===== src/rtl/servo_pkg.sv =====
// Shared servo pulse constants and FSM encoding, common to the drive PWM generator
// and the pulse decoder so both ends agree on the width <-> speed mapping.
package servo_pkg;

  localparam int SERVO_CENTER_US = 1500;
  localparam int SERVO_MIN_US    = 1000;
  localparam int SERVO_MAX_US    = 2000;
  localparam int US_PER_LSB      = 8;
  localparam int LSB_SHIFT       = $clog2(US_PER_LSB);

  typedef enum logic [1:0] {
    IDLE = 2'd0,
    HIGH = 2'd1,
    LOW  = 2'd2
  } servo_state_t;

  // Absolute distance of a measured width from a reference width.
  function automatic logic [11:0] width_offset(input logic [11:0] w, input logic [11:0] c);
    return (w > c) ? (w - c) : (c - w);
  endfunction

endpackage


===== src/rtl/pulse_sync_edge.sv =====
// Two-flop synchronizer plus edge-detect flop for an asynchronous pulse input,
// producing single-cycle rise/fall strobes in the clk domain.
module pulse_sync_edge (
  input  logic clk,
  input  logic rst_n,
  input  logic din,
  output logic rise,
  output logic fall
);

  logic [2:0] sync_reg;

  // Flops reset high so a line already high at reset release does not look like a rising edge.
  always_ff @(posedge clk or negedge rst_n) begin
    if (!rst_n) begin
      sync_reg <= 3'b111;
    end else begin
      sync_reg <= {sync_reg[1:0], din};
    end
  end

  assign rise = sync_reg[1] & ~sync_reg[2];
  assign fall = ~sync_reg[1] & sync_reg[2];

endmodule


===== src/rtl/servo_pulse_decoder.sv =====
// Servo pulse receiver: measures high time and frame period at 1 us resolution and
// recovers the signed speed command (magnitude + direction) for one wheel.
module servo_pulse_decoder
  import servo_pkg::*;
#(
  parameter int CYC_PER_US  = 100,
  parameter int MIN_US      = SERVO_MIN_US,
  parameter int MAX_US      = SERVO_MAX_US,
  parameter int CENTER_US   = SERVO_CENTER_US,
  parameter int DEADBAND_US = 8,
  parameter int TIMEOUT_US  = 25000,
  parameter int SPEED_W     = 6
) (
  input  logic               CLK100MHZ,
  input  logic               CPU_RESETN,
  input  logic               pulse_in,
  output logic [11:0]        width_us,
  output logic [14:0]        period_us,
  output logic [SPEED_W-1:0] speed,
  output logic               dir,
  output logic               frame_valid,
  output logic               range_err,
  output logic               signal_lost
);

  localparam int                 PRESC_W    = (CYC_PER_US > 1) ? $clog2(CYC_PER_US) : 1;
  localparam logic [PRESC_W-1:0] PRESC_LAST = PRESC_W'(CYC_PER_US - 1);
  localparam logic [11:0]        HI_MAX     = 12'hFFF;
  localparam logic [14:0]        CNT_MAX    = 15'h7FFF;
  localparam logic [11:0]        SPEED_MAX  = 12'((1 << SPEED_W) - 1);

  logic rise;
  logic fall;

  pulse_sync_edge u_sync (
    .clk   (CLK100MHZ),
    .rst_n (CPU_RESETN),
    .din   (pulse_in),
    .rise  (rise),
    .fall  (fall)
  );

  servo_state_t       state_reg,  state_next;
  logic [PRESC_W-1:0] presc_reg,  presc_next;
  logic [11:0]        hi_cnt_reg, hi_cnt_next;
  logic [14:0]        lo_cnt_reg, lo_cnt_next;
  logic [14:0]        age_reg,    age_next;
  logic [11:0]        width_reg,  width_next;
  logic [14:0]        period_reg, period_next;
  logic [SPEED_W-1:0] speed_reg,  speed_next;
  logic               dir_reg,    dir_next;
  logic               fv_reg,     fv_next;
  logic               range_reg,  range_next;
  logic               lost_reg,   lost_next;

  logic               us_tick;
  logic [11:0]        hi_inc;
  logic [14:0]        lo_inc;
  logic [14:0]        age_inc;
  logic [15:0]        period_sum;
  logic [14:0]        period_calc;
  logic [11:0]        offset;
  logic [11:0]        code;
  logic [SPEED_W-1:0] speed_calc;
  logic               dir_calc;
  logic               range_calc;
  logic               timed_out;

  // Prescaler realigns to each rising edge so widths are counted from the edge itself.
  assign us_tick    = (presc_reg == PRESC_LAST);
  assign presc_next = (rise || us_tick) ? '0 : presc_reg + 1'b1;

  assign hi_inc  = (us_tick && hi_cnt_reg != HI_MAX)  ? hi_cnt_reg + 12'd1 : hi_cnt_reg;
  assign lo_inc  = (us_tick && lo_cnt_reg != CNT_MAX) ? lo_cnt_reg + 15'd1 : lo_cnt_reg;
  assign age_inc = (us_tick && age_reg != CNT_MAX)    ? age_reg + 15'd1    : age_reg;

  // The tick coinciding with the closing rise still belongs to this frame's low phase.
  assign period_sum  = {4'b0000, hi_cnt_reg} + {1'b0, lo_inc};
  assign period_calc = period_sum[15] ? CNT_MAX : period_sum[14:0];

  // Timeout uses a separate age count because hi_cnt saturates and would hide a stuck-high line.
  assign timed_out = (age_reg >= 15'(TIMEOUT_US));

  always_comb begin
    offset     = width_offset(hi_cnt_reg, 12'(CENTER_US));
    code       = offset >> LSB_SHIFT;
    dir_calc   = (hi_cnt_reg > 12'(CENTER_US));
    speed_calc = '0;
    range_calc = (hi_cnt_reg < 12'(MIN_US)) || (hi_cnt_reg > 12'(MAX_US));
    if (offset < 12'(DEADBAND_US)) begin
      dir_calc = 1'b0;
    end else if (code > SPEED_MAX) begin
      speed_calc = SPEED_MAX[SPEED_W-1:0];
    end else begin
      speed_calc = code[SPEED_W-1:0];
    end
  end

  always_comb begin
    state_next  = state_reg;
    hi_cnt_next = hi_cnt_reg;
    lo_cnt_next = lo_cnt_reg;
    age_next    = age_reg;
    width_next  = width_reg;
    period_next = period_reg;
    speed_next  = speed_reg;
    dir_next    = dir_reg;
    fv_next     = 1'b0;
    range_next  = range_reg;
    lost_next   = lost_reg;

    case (state_reg)
      IDLE: begin
        if (rise) begin
          state_next  = HIGH;
          hi_cnt_next = '0;
          lo_cnt_next = '0;
          age_next    = '0;
        end
      end
      HIGH: begin
        if (timed_out) begin
          state_next = IDLE;
          lost_next  = 1'b1;
          speed_next = '0;
          dir_next   = 1'b0;
        end else begin
          hi_cnt_next = hi_inc;
          age_next    = age_inc;
          if (fall) begin
            state_next = LOW;
          end
        end
      end
      LOW: begin
        if (rise) begin
          state_next  = HIGH;
          hi_cnt_next = '0;
          lo_cnt_next = '0;
          age_next    = '0;
          width_next  = hi_cnt_reg;
          period_next = period_calc;
          speed_next  = speed_calc;
          dir_next    = dir_calc;
          range_next  = range_calc;
          fv_next     = 1'b1;
          lost_next   = 1'b0;
        end else if (timed_out) begin
          state_next = IDLE;
          lost_next  = 1'b1;
          speed_next = '0;
          dir_next   = 1'b0;
        end else begin
          lo_cnt_next = lo_inc;
          age_next    = age_inc;
        end
      end
      default: begin
        state_next = IDLE;
      end
    endcase
  end

  always_ff @(posedge CLK100MHZ or negedge CPU_RESETN) begin
    if (!CPU_RESETN) begin
      state_reg  <= IDLE;
      presc_reg  <= '0;
      hi_cnt_reg <= '0;
      lo_cnt_reg <= '0;
      age_reg    <= '0;
      width_reg  <= '0;
      period_reg <= '0;
      speed_reg  <= '0;
      dir_reg    <= 1'b0;
      fv_reg     <= 1'b0;
      range_reg  <= 1'b0;
      lost_reg   <= 1'b1;
    end else begin
      state_reg  <= state_next;
      presc_reg  <= presc_next;
      hi_cnt_reg <= hi_cnt_next;
      lo_cnt_reg <= lo_cnt_next;
      age_reg    <= age_next;
      width_reg  <= width_next;
      period_reg <= period_next;
      speed_reg  <= speed_next;
      dir_reg    <= dir_next;
      fv_reg     <= fv_next;
      range_reg  <= range_next;
      lost_reg   <= lost_next;
    end
  end

  assign width_us    = width_reg;
  assign period_us   = period_reg;
  assign speed       = speed_reg;
  assign dir         = dir_reg;
  assign frame_valid = fv_reg;
  assign range_err   = range_reg;
  assign signal_lost = lost_reg;

endmodule

===== config.mk =====
export PLATFORM = sky130hd
export DESIGN_NAME = servo_pulse_decoder
export DESIGN_NICKNAME = d
export VERILOG_FILES = /design/src/rtl/servo_pkg.sv /design/src/rtl/pulse_sync_edge.sv /design/src/rtl/servo_pulse_decoder.sv
export SDC_FILE = /design/constraint.sdc
export NUM_CORES = 1
export LEC_CHECK = 0
export CORE_MARGIN = 2
export CORE_UTILIZATION = 50
export CTS_BUF_LIST = sky130_fd_sc_hd__clkbuf_8
export CTS_CLUSTER_SIZE = 20
export DETAILED_ROUTE_END_ITERATION = 6
export PLACE_DENSITY_LB_ADDON = 0.2
export SLEW_MARGIN = 30
export SYNTH_ARGS = -nofsm -noshare
export SYNTH_HDL_FRONTEND = slang
export SYNTH_SLANG_ARGS = --single-unit

===== constraint.sdc =====
create_clock -name CLK100MHZ -period 8.8 [get_ports CLK100MHZ]
set_clock_uncertainty 0.2 [all_clocks]
set_input_delay 2.2 -clock CLK100MHZ [delete_from_list [all_inputs] [get_ports CLK100MHZ]]
set_output_delay 2.2 -clock CLK100MHZ [all_outputs]
set_load 0.005 [all_outputs]

==> results of run 1 <==
how the worst max path moves through the flow:
stage,slack [ns],from,end,cells past startpoint
floorplan,5.07,presc_reg[0]$_DFF_PN0_,period_us[12]$_DFFE_PN0P_,13
global placement,4.82,presc_reg[0]$_DFF_PN0_,period_us[12]$_DFFE_PN0P_,13
detailed placement,4.70,presc_reg[0]$_DFF_PN0_,period_us[12]$_DFFE_PN0P_,13
CTS,4.67,presc_reg[0]$_DFF_PN0_,period_us[12]$_DFFE_PN0P_,13
global route,4.28,presc_reg[0]$_DFF_PN0_,period_us[14]$_DFFE_PN0P_,13
finish,4.65,presc_reg[0]$_DFF_PN0_,period_us[12]$_DFFE_PN0P_,13
metal layers:
layer,wire length [um],global-route usage
met3,700,0.04056
met2,6104,0.3655
met4,219,0.07232
met1,5814,0.3081
met5,0,0
metrics by stage:
stage          hold slack, ns  cells
6_report               0.1594    777
3_3_place_gp           0.1467    761
5_1_grt                0.1633    777
4_1_cts                0.1613    777
3_5_place_dp           0.1472    761
2_1_floorplan          0.1452    608
area by class of cell:
class / count / area, um2
fillers: 971 / 4723
multi-input cells: 474 / 3105
flip-flops and latches: 91 / 2282
repair buffers: 41 / 402.9
well taps: 140 / 175.2
clock buffers: 12 / 165.2
inverters: 15 / 56.30
clock inverters: 4 / 25.02
synthesized netlist by cell type (5+ instances only):
master    count
a211oi_1      8
a21o_1       10
a21oi_1      29
a22o_1        8
a31oi_1       7
and2_1        7
and3_1        9
clkbuf_1     14
dfrtp_1      87
ha_1         23
inv_1        14
mux2i_1       8
nand2_1      78
nand2b_1      5
nand3_1      18
nand4_1      13
nor2_1       46
nor2b_1       7
nor3_1        8
o21ai_0      62
o22a_1       13
o31ai_1      12
o41ai_1       6
xnor2_1      22
xor2_1       11
cells in the final DEF, fill, tap and decap left out, types with 4 or more instances in the layout:
cell / count
a21o_1: 10
clkdlybuf4s50_1: 38
nor2b_1: 7
a211oi_1: 8
o41ai_1: 6
mux2i_1: 8
ha_1: 23
dfstp_2: 4
a22o_1: 8
xor2_1: 11
nand2_1: 78
nand4_1: 13
nor3_1: 8
nand3_1: 18
xnor2_1: 22
clkbuf_8: 12
nand2b_1: 5
o21a_1: 4
nor2_1: 46
and2_1: 7
o21ai_0: 62
dfrtp_1: 87
a31oi_1: 7
or2_2: 4
o22a_1: 13
inv_1: 15
and3_1: 9
a21oi_1: 28
o31ai_1: 12
power by group through the flow:
stage	clock network, mW	registers [mW]	logic (mW)
floorplan	0	0.545	0.215
finish	0.273	0.545	0.389
global placement	0	0.549	0.382
global route	0.298	0.554	0.439
detailed placement	0	0.554	0.393
CTS	0.280	0.546	0.394
logic make-up after synthesis:
family / after synthesis / synth area share
compound gates: 185 / 0.2194
mux: 10 / 0.01823
buf+inv: 43 / 0.04356
xor+xnor: 34 / 0.05423
simple gates: 221 / 0.2045
flops: 91 / 0.4054
fa+ha+maj: 24 / 0.05468
==> impl_metrics.py, run 1 <==
metrics = {
    "outcome": {
        "status": "complete, no violations",
    },
    "timing": {
        "min_period_ns": 4.146,
        "hold_violations": 0,
        "tightestPinTransition_ns": 0.8715,
        "tns_ns": 0,
        "worst_slack_ns": 4.654,
        "period_share": 0.4711,
        "setup_violations": 0,
        "rsz0062_at_grt": "no",
        "finalMaxSlewViolations": 0,
        "max_freq_ghz": 0.2412,
        "slew_headroom": 0.4165,
    },
    "setup_path": {
        "arrival_ns": 4.21,
        "crit_path_frequent_cell": "a21o_1",
        "r2r_end": "period_us[12]$_DFFE_PN0P_",
        "path_class": "reg -> reg",
        "r2r_slack_ns": 4.65,
        "start_kind": "flip-flop",
        "crit_path_end_kind": "flip-flop",
        "path_cells": "ha_1 > and4b_1 > nand2_1 > a21oi_2 > mux2_2 > fa_1 > a211oi_1 > o21a_1 > o311ai_0 > a21o_1 > a21o_1 > xnor2_1 > o22a_1",
        "r2r_start": "presc_reg[0]$_DFF_PN0_",
        "rr_worst_depth": 13,
        "cpMaxStageDelayCell": "fa_1",
        "slowest_delay_ns": 0.45,
        "crit_required_ns": 8.86,
        "path_max_fanout": 10,
        "cpLargestDelayFamily": "compound AO/OA/AOI/OAI gates",
        "cp_num_buf_inv": 0,
    },
    "cells_and_area": {
        "finalCoreUtilization": 0.5681,
        "fin_area_mm2": 0.006212,
        "fin_nets": 659,
        "antennaDiodeCount": 0,
        "drive_gt1_frac": 0.07692,
        "area_delta_synth_final_pct": 10.36,
    },
    "floorplan": {
        "start_util": 0.5148,
        "die_h_um": 110.1,
        "core-area_mm2": 0.01094,
        "die_area_mm2": 0.01212,
        "dieWidth_um": 110.1,
        "ioPinCount": 40,
        "rows": 38,
    },
    "synth": {
        "synth_area_leaders": "dfrtp_1 39%, o21ai_0 5.5%, nand2_1 5.2%",
        "synth_top_area_cell": "dfrtp_1",
        "yosysTopAreaCellShare": 0.3868,
        "ys_warn_count": 0,
        "avgSynthCellArea_um2": 9.258,
        "synth_cell_type_count": 79,
        "ys_async_sr_fraction": 1.000,
        "synth_edf_count": 0,
        "syn_nets": 635,
        "synth_area_mm2": 0.005629,
        "yosys_register_bits": 91,
        "synthCells": 608,
        "synth-seq-area-share": 0.4054,
        "ys.flop_type": "dfrtp_1",
    },
    "min_path": {
        "worstHoldPathCells": 0,
        "hp-start": "u_sync.sync_reg[0]$_DFF_PN1_",
        "hold_end": "u_sync.sync_reg[1]$_DFF_PN1_",
        "hold_class": "reg -> reg",
    },
    "placement": {
        "hpwl_um": 9178,
        "placed_cell_area_mm2": 0.006018,
        "pre_cts_ws_ns": 4.697,
        "port_buffers": 39,
        "gp_congestion": 0.8879,
    },
    "grt": {
        "antenna_found_initial": 0,
        "gr-total-overflow": 0,
        "grt_pass1_vias": 4306,
        "grt_first_pass_wirelength_um": 21270,
        "grt_usage": 0.2258,
        "grt_max_degree": 62,
    },
    "clocking": {
        "cts_buffers": 9,
        "cts_max_level": 3,
        "clk_latency_ns": 0.37,
        "cts-root-buf": "clkbuf_8",
        "postCtsSetupBuffers": 0,
        "cts_resized": 0,
        "clkTransAtPathRegs_ns": 0.09,
        "cts_tree": "yes",
        "clkSinkCount": 91,
        "clockBufferDepth": 2,
        "ctsHoldBuffers": 0,
    },
    "power_and_ir_drop": {
        "power.switching_mw": 0.3989,
        "cellLeakagePower_nw": 2.758,
        "power_mw": 1.206,
        "seqPwrFrac": 0.451,
        "p_comb_frac": 0.322,
        "swShare": 0.3307,
        "intPower_mw": 0.8072,
        "ir_worst_vdd_v": 0.0001517,
        "power_per_cell_area_mw_per_mm2": 194.2,
        "clock_power_share": 0.226,
    },
    "detailed_routing": {
        "vias_per_cell": 5.991,
        "num_vias": 4655,
        "drt-initial-drc-count": 336,
        "wl_per_cell_um": 16.52,
        "wirelength_um": 12840,
        "drtAntennaViolNets": 0,
        "drc": 0,
        "dr.pass1.iters": 5,
    },
    "run": {
        "cap_viol_max_count": 0,
    },
}
Note: power is estimated with default switching activity, not from simulation.
==> run 2: changes to the inputs <==
Clock period 8.8 ns to 3.97 ns, I/O delays scaled along.
==> impl_metrics.py, run 2 (same netlist as run 1, synthesis figures left out) <==
metrics = {
    "placement": {
        "gp_congestion": 0.8849,
        "hpwl_um": 9201,
        "placed_cell_area_mm2": 0.006093,
        "port_buffers": 39,
        "dp_cells": 771,
    },
    "setup_path": {
        "start_kind": "flip-flop",
        "rr_worst_depth": 13,
        "r2r_slack_ns": 0.26,
        "path_class": "reg -> reg",
        "crit_required_ns": 4.05,
        "arrival_ns": 3.79,
        "crit_path_end_kind": "flip-flop",
        "path_max_fanout": 10,
    },
    "cells_and_area": {
        "multiInputGateArea_mm2": 0.003148,
        "fin_nets": 669,
        "fin_cells": 787,
        "mostFrequentLayoutCells": "87 x dfrtp_1, 78 x nand2_1, 62 x o21ai_0, 46 x nor2_1, 38 x clkdlybuf4s50_1",
        "drive_gt1_frac": 0.09583,
        "fin_area_mm2": 0.006344,
        "fillers": 994,
        "antennaDiodeCount": 0,
        "seqCellArea_mm2": 0.002282,
        "area_delta_synth_final_pct": 12.69,
        "final_common_cell": "dfrtp_1",
    },
    "timing": {
        "finalMaxSlewViolations": 0,
        "rsz0062_at_grt": "no",
        "setup_violations": 0,
        "min_period_ns": 3.711,
        "tightestPinTransition_ns": 0.8001,
        "slew_headroom": 0.4653,
        "hold_violations": 0,
        "max_freq_ghz": 0.2695,
        "period_share": 0.9347,
        "tns_ns": 0,
    },
    "power_and_ir_drop": {
        "cellLeakagePower_nw": 2.838,
        "power_mw": 2.736,
        "ir_worst_vdd_v": 0.0003016,
        "power_per_cell_area_mw_per_mm2": 431.4,
    },
    "clocking": {
        "clkTransAtPathRegs_ns": 0.09,
        "cts-root-buf": "clkbuf_8",
        "clkSinkCount": 91,
        "cts_max_level": 3,
        "clockBufferDepth": 2,
        "clk_latency_ns": 0.38,
        "cts_buffers": 9,
        "cts_tree": "yes",
    },
    "min_path": {
        "worstHoldPathCells": 0,
        "hold_class": "reg -> reg",
    },
    "floorplan": {
        "rows": 38,
        "die_h_um": 110.1,
        "core-area_mm2": 0.01094,
        "start_util": 0.5148,
        "die_area_mm2": 0.01212,
        "dieWidth_um": 110.1,
        "ioPinCount": 40,
    },
    "detailed_routing": {
        "drc": 0,
        "num_vias": 4615,
        "vias_per_cell": 5.864,
        "wl_per_cell_um": 16.45,
        "drt-initial-drc-count": 276,
        "drtAntennaViolNets": 0,
        "wirelength_um": 12940,
        "dr.pass1.iters": 5,
    },
    "outcome": {
        "status": "complete, no violations",
    },
    "grt": {
        "antenna_found_initial": 0,
        "grt_pass1_vias": 4425,
        "grt_max_degree": 46,
        "gr-total-overflow": 0,
        "grt_first_pass_wirelength_um": 22050,
        "grt_usage": 0.2340,
    },
    "run": {
        "cap_viol_max_count": 0,
    },
}
-- run 2: path summary, 6_finish.rpt --
check / start / end
max: presc_reg[0]$_DFF_PN0_ / period_us[12]$_DFFE_PN0P_
max in group asynchronous: CPU_RESETN / lo_cnt_reg[6]$_DFFE_PN0P_
min in group asynchronous: CPU_RESETN / width_us[5]$_DFFE_PN0P_
min reg2reg: u_sync.sync_reg[0]$_DFF_PN1_ / u_sync.sync_reg[1]$_DFF_PN1_
min: u_sync.sync_reg[0]$_DFF_PN1_ / u_sync.sync_reg[1]$_DFF_PN1_
max reg2reg: presc_reg[0]$_DFF_PN0_ / period_us[12]$_DFFE_PN0P_
-- run 2: metal layers --
metal / routed length [um] / global-route usage
met4: 290 / 0.08571
met5: 0 / 0
met3: 585 / 0.05350
met2: 6151 / 0.3738
met1: 5917 / 0.3118
-- run 2: layout make-up --
class                   instances  area share
clock inverters                 6     0.01045
well taps                     140     0.02761
clock buffers                  10     0.02170
flip-flops and latches         91      0.3598
repair buffers                 51     0.07535
inverters                      15    0.008876
multi-input cells             474      0.4963
-- run 2: timing repair --
item                       in CTS  in global routing
setup endpoints to repair       0                 15
resized for setup               0                  7
hold buffers                    0                  0
setup buffers                   0                  0
-- run 2: report_power, final --
group / leakage, nW / switching, mW / internal (mW) / total, mW
Combinational: 1.53 / 0.447 / 0.447 / 0.894
Sequential: 1.21 / 0.109 / 1.08 / 1.19
Clock: 0.0999 / 0.345 / 0.308 / 0.652
Total: 2.84 / 0.900 / 1.84 / 2.74
-- run 2: worst max-delay path, cell delays in order (launching register included) --
cell and delay [ns]:
dfrtp_1 0.38, ha_1 0.22, and4b_1 0.22, nand2_1 0.11, a21oi_4 0.26, mux2_2 0.41
fa_1 0.46, a211oi_2 0.29, o21a_1 0.20, o311ai_2 0.14, a21o_1 0.21, a21o_1 0.20
xnor2_1 0.13, o22a_1 0.17
-- run 2: through the flow --
stage	hold WS, ns	setup slack, ns	utilization
final	0.1661	0.2592	0.5801
after detailed placement	0.1510	0.07795	0.5572
after global placement	0.1469	0.1417	0.5572
after CTS	0.1691	0.03853	0.5759
after floorplan	0.1452	0.2387	-
after global routing	0.1750	0.01914	0.5801
==> run 3: changes to the inputs <==
Settings changed: ABC_AREA from default to 1, CTS_CLUSTER_SIZE 20 to 30.
==> impl_metrics.py, run 3 <==
metrics = {
    "setup_path": {
        "r2r_end": "period_us[14]$_DFFE_PN0P_",
        "path_class": "reg -> reg",
        "crit_required_ns": 4.09,
        "cpMaxStageDelayCell": "dfrtp_1",
        "cpLargestDelayFamily": "simple AND/OR/NAND/NOR gates",
        "r2r_start": "presc_reg[0]$_DFF_PN0_",
        "path_max_fanout": 14,
        "start_kind": "flip-flop",
        "cp_num_buf_inv": 4,
        "r2r_slack_ns": 0.36,
        "arrival_ns": 3.73,
        "path_cells": "ha_1 > nand2_1 > nor4_4 > nand2_4 > inv_4 > nand2_1 > inv_1 > nand2_1 > xor2_1 > inv_1 > ha_1 > inv_1 > nor3_1 > nand3_1 > nand4_1 > nand4_2 > nand2_2 > nand2_4 > nand2_1 > nor2_1 > nor2_1",
        "rr_worst_depth": 21,
        "slowest_delay_ns": 0.38,
        "crit_path_end_kind": "flip-flop",
        "crit_path_frequent_cell": "nand2_1",
    },
    "power_and_ir_drop": {
        "p_comb_frac": 0.325,
        "intPower_mw": 1.681,
        "clock_power_share": 0.241,
        "power_per_cell_area_mw_per_mm2": 397.1,
        "swShare": 0.3688,
        "seqPwrFrac": 0.434,
        "ir_worst_vdd_v": 0.0002698,
        "cellLeakagePower_nw": 3.188,
        "power.switching_mw": 0.9819,
    },
    "timing": {
        "max_freq_ghz": 0.2770,
        "hold_ws_ns": 0.1715,
        "hold_violations": 0,
        "rsz0062_at_grt": "no",
        "setup_violations": 0,
        "tns_ns": 0,
        "period_share": 0.9095,
        "finalMaxSlewViolations": 0,
        "min_period_ns": 3.611,
        "tightestPinTransition_ns": 0.8077,
        "slew_headroom": 0.4610,
    },
    "detailed_routing": {
        "dr.pass1.iters": 5,
        "wl_per_cell_um": 14.99,
        "vias_per_cell": 5.530,
        "drt-initial-drc-count": 315,
        "drtAntennaViolNets": 0,
        "wirelength_um": 14770,
        "num_vias": 5447,
        "drc": 0,
    },
    "clocking": {
        "ctsHoldBuffers": 0,
        "clkSinkCount": 91,
        "cts_buffers": 9,
        "cts_max_level": 3,
        "clk_latency_ns": 0.38,
        "clkTransAtPathRegs_ns": 0.10,
        "cts_tree": "yes",
        "cts-root-buf": "clkbuf_8",
        "clockBufferDepth": 2,
    },
    "grt": {
        "antenna_found_initial": 0,
        "grt_max_degree": 92,
        "grt_pass1_vias": 5232,
        "grt_first_pass_wirelength_um": 25040,
        "grt_usage": 0.2409,
        "gr-total-overflow": 0,
    },
    "min_path": {
        "hold_class": "reg -> reg",
        "hp-start": "u_sync.sync_reg[0]$_DFF_PN1_",
        "hold_end": "u_sync.sync_reg[1]$_DFF_PN1_",
        "worstHoldPathCells": 0,
    },
    "cells_and_area": {
        "antennaDiodeCount": 0,
        "area_delta_synth_final_pct": 11.21,
        "drive_gt1_frac": 0.09308,
        "fin_nets": 860,
        "mostFrequentLayoutCells": "204 x nand2_1, 90 x inv_1, 87 x dfrtp_1, 68 x nand3_1, 61 x nor2_1",
        "fin_cells": 985,
        "final_common_cell": "nand2_1",
    },
    "synth": {
        "synth_common_cells": "204 x nand2_1, 89 x inv_1, 87 x dfrtp_1, 68 x nand3_1, 62 x nor2_1",
        "avgSynthCellArea_um2": 7.528,
        "syn_nets": 828,
        "synth-seq-area-share": 0.3785,
        "yosysTopAreaCellShare": 0.3611,
        "yosys_register_bits": 91,
        "synthCells": 801,
        "ys_warn_count": 0,
        "synth_area_leaders": "dfrtp_1 36%, nand2_1 13%, nand3_1 5.6%",
        "synth_edf_count": 0,
        "synth_top_area_cell": "dfrtp_1",
        "synth_cell_type_count": 50,
        "ys.flop_type": "dfrtp_1",
        "synth_area_mm2": 0.006030,
        "ys_async_sr_fraction": 1.000,
        "synth_most_common_cell": "nand2_1",
    },
    "floorplan": {
        "dieWidth_um": 113.8,
        "core-area_mm2": 0.01191,
        "start_util": 0.5062,
        "rows": 40,
        "die_area_mm2": 0.01295,
        "die_h_um": 113.8,
        "ioPinCount": 40,
    },
    "placement": {
        "dp_cells": 969,
        "gp_congestion": 0.9683,
        "hpwl_um": 10860,
        "port_buffers": 39,
    },
    "run": {
        "cap_viol_max_count": 0,
    },
    "outcome": {
        "status": "complete, no violations",
    },
}
==> run 3: changes by cell type after synthesis, moves of 9 or more <==
| cell | change |
|---|---|
| nand2_2 | +14 |
| nand3_1 | +50 |
| nor2_1 | +16 |
| o22a_1 | -13 |
| o22ai_1 | +18 |
| o31ai_1 | -9 |
| nand2_1 | +126 |
| xnor2_1 | -19 |
| xor2_1 | +24 |
| o21ai_0 | -18 |
| inv_1 | +75 |
==> run 3: area by class of cell <==
class | count | area (um2)
Clock buffer | 9 | 123.9
Timing Repair Buffer | 44 | 437.9
Inverter | 100 | 377.9
Multi-Input combinational cell | 587 | 3228
Fill cell | 1105 | 5206
Tap cell | 147 | 183.9
Sequential cell | 91 | 2282
Clock inverter | 7 | 71.32
==> run 3: metrics by stage <==
stage          power [mW]  instance area [um2]    util  setup slack, ns
4_1_cts             2.685                 6705  0.5629           0.3325
3_3_place_gp        2.013                 6510  0.5465           0.5003
2_1_floorplan       1.692                 6030       -           0.6965
5_1_grt             2.828                 6705  0.5629         0.002535
6_report            2.663                 6705  0.5629           0.3594
3_5_place_dp        2.032                 6510  0.5465           0.3534
==> run 3: logic make-up (layout without fill, tap and decap cells) <==
kind of cell,Yosys count,in the layout,synth area share
adder cells (fa/ha/maj),24,24,0.05105
AND/OR/NAND/NOR,396,396,0.2986
AO/OA/AOI/OAI,129,129,0.1301
XOR/XNOR,38,38,0.05520
flip-flops,91,91,0.3785
buffers and inverters,123,160,0.08653
==> run 3: worst register-to-register path, stage by stage (launching register included) <==
cell     delay, ns
dfrtp_1       0.38
ha_1          0.20
nand2_1       0.10
nor4_4        0.35
nand2_4       0.17
inv_4         0.11
nand2_1       0.09
inv_1         0.09
nand2_1       0.06
xor2_1        0.18
inv_1         0.06
ha_1          0.36
inv_1         0.10
nor3_1        0.24
nand3_1       0.11
nand4_1       0.16
nand4_2       0.14
nand2_2       0.11
nand2_4       0.14
nand2_1       0.09
nor2_1        0.05
nor2_1        0.08
==> run 3: worst max path at each step <==
| stage | startpoint | to | cells past startpoint |
|---|---|---|---|
| finish | presc_reg[0]$_DFF_PN0_ | period_us[14]$_DFFE_PN0P_ | 21 |
| global route | presc_reg[0]$_DFF_PN0_ | period_us[9]$_DFFE_PN0P_ | 21 |
| CTS | presc_reg[0]$_DFF_PN0_ | period_us[14]$_DFFE_PN0P_ | 21 |
| detailed placement | presc_reg[0]$_DFF_PN0_ | period_us[14]$_DFFE_PN0P_ | 21 |
| global placement | presc_reg[0]$_DFF_PN0_ | period_us[12]$_DFFE_PN0P_ | 21 |
| floorplan | presc_reg[0]$_DFF_PN0_ | period_us[7]$_DFFE_PN0P_ | 22 |
==> run 3: power by group through the flow <==
stage / registers [mW] / logic, mW / clock network (mW)
final: 1.16 / 0.867 / 0.640
after global placement: 1.17 / 0.847 / 0
after global routing: 1.17 / 0.963 / 0.694
after CTS: 1.15 / 0.865 / 0.665
after detailed placement: 1.17 / 0.859 / 0
after floorplan: 1.15 / 0.538 / 0
==> run 3: what timing repair did <==
| action | CTS | global route |
|---|---|---|
| buffers inserted | 0 | 0 |
| gates resized for setup | 0 | 1 |
| setup endpoints to repair | 0 | 1 |
==> run 3: per-layer routing <==
metal / routed length [um] / GRT usage / vias to the layer above
met3: 727 / 0.02976 / 23
met2: 6995 / 0.4008 / 155
met4: 276 / 0.08049 / 0
li1: - / - / 2685
met5: 0 / 0 / -
met1: 6765 / 0.3281 / 2584
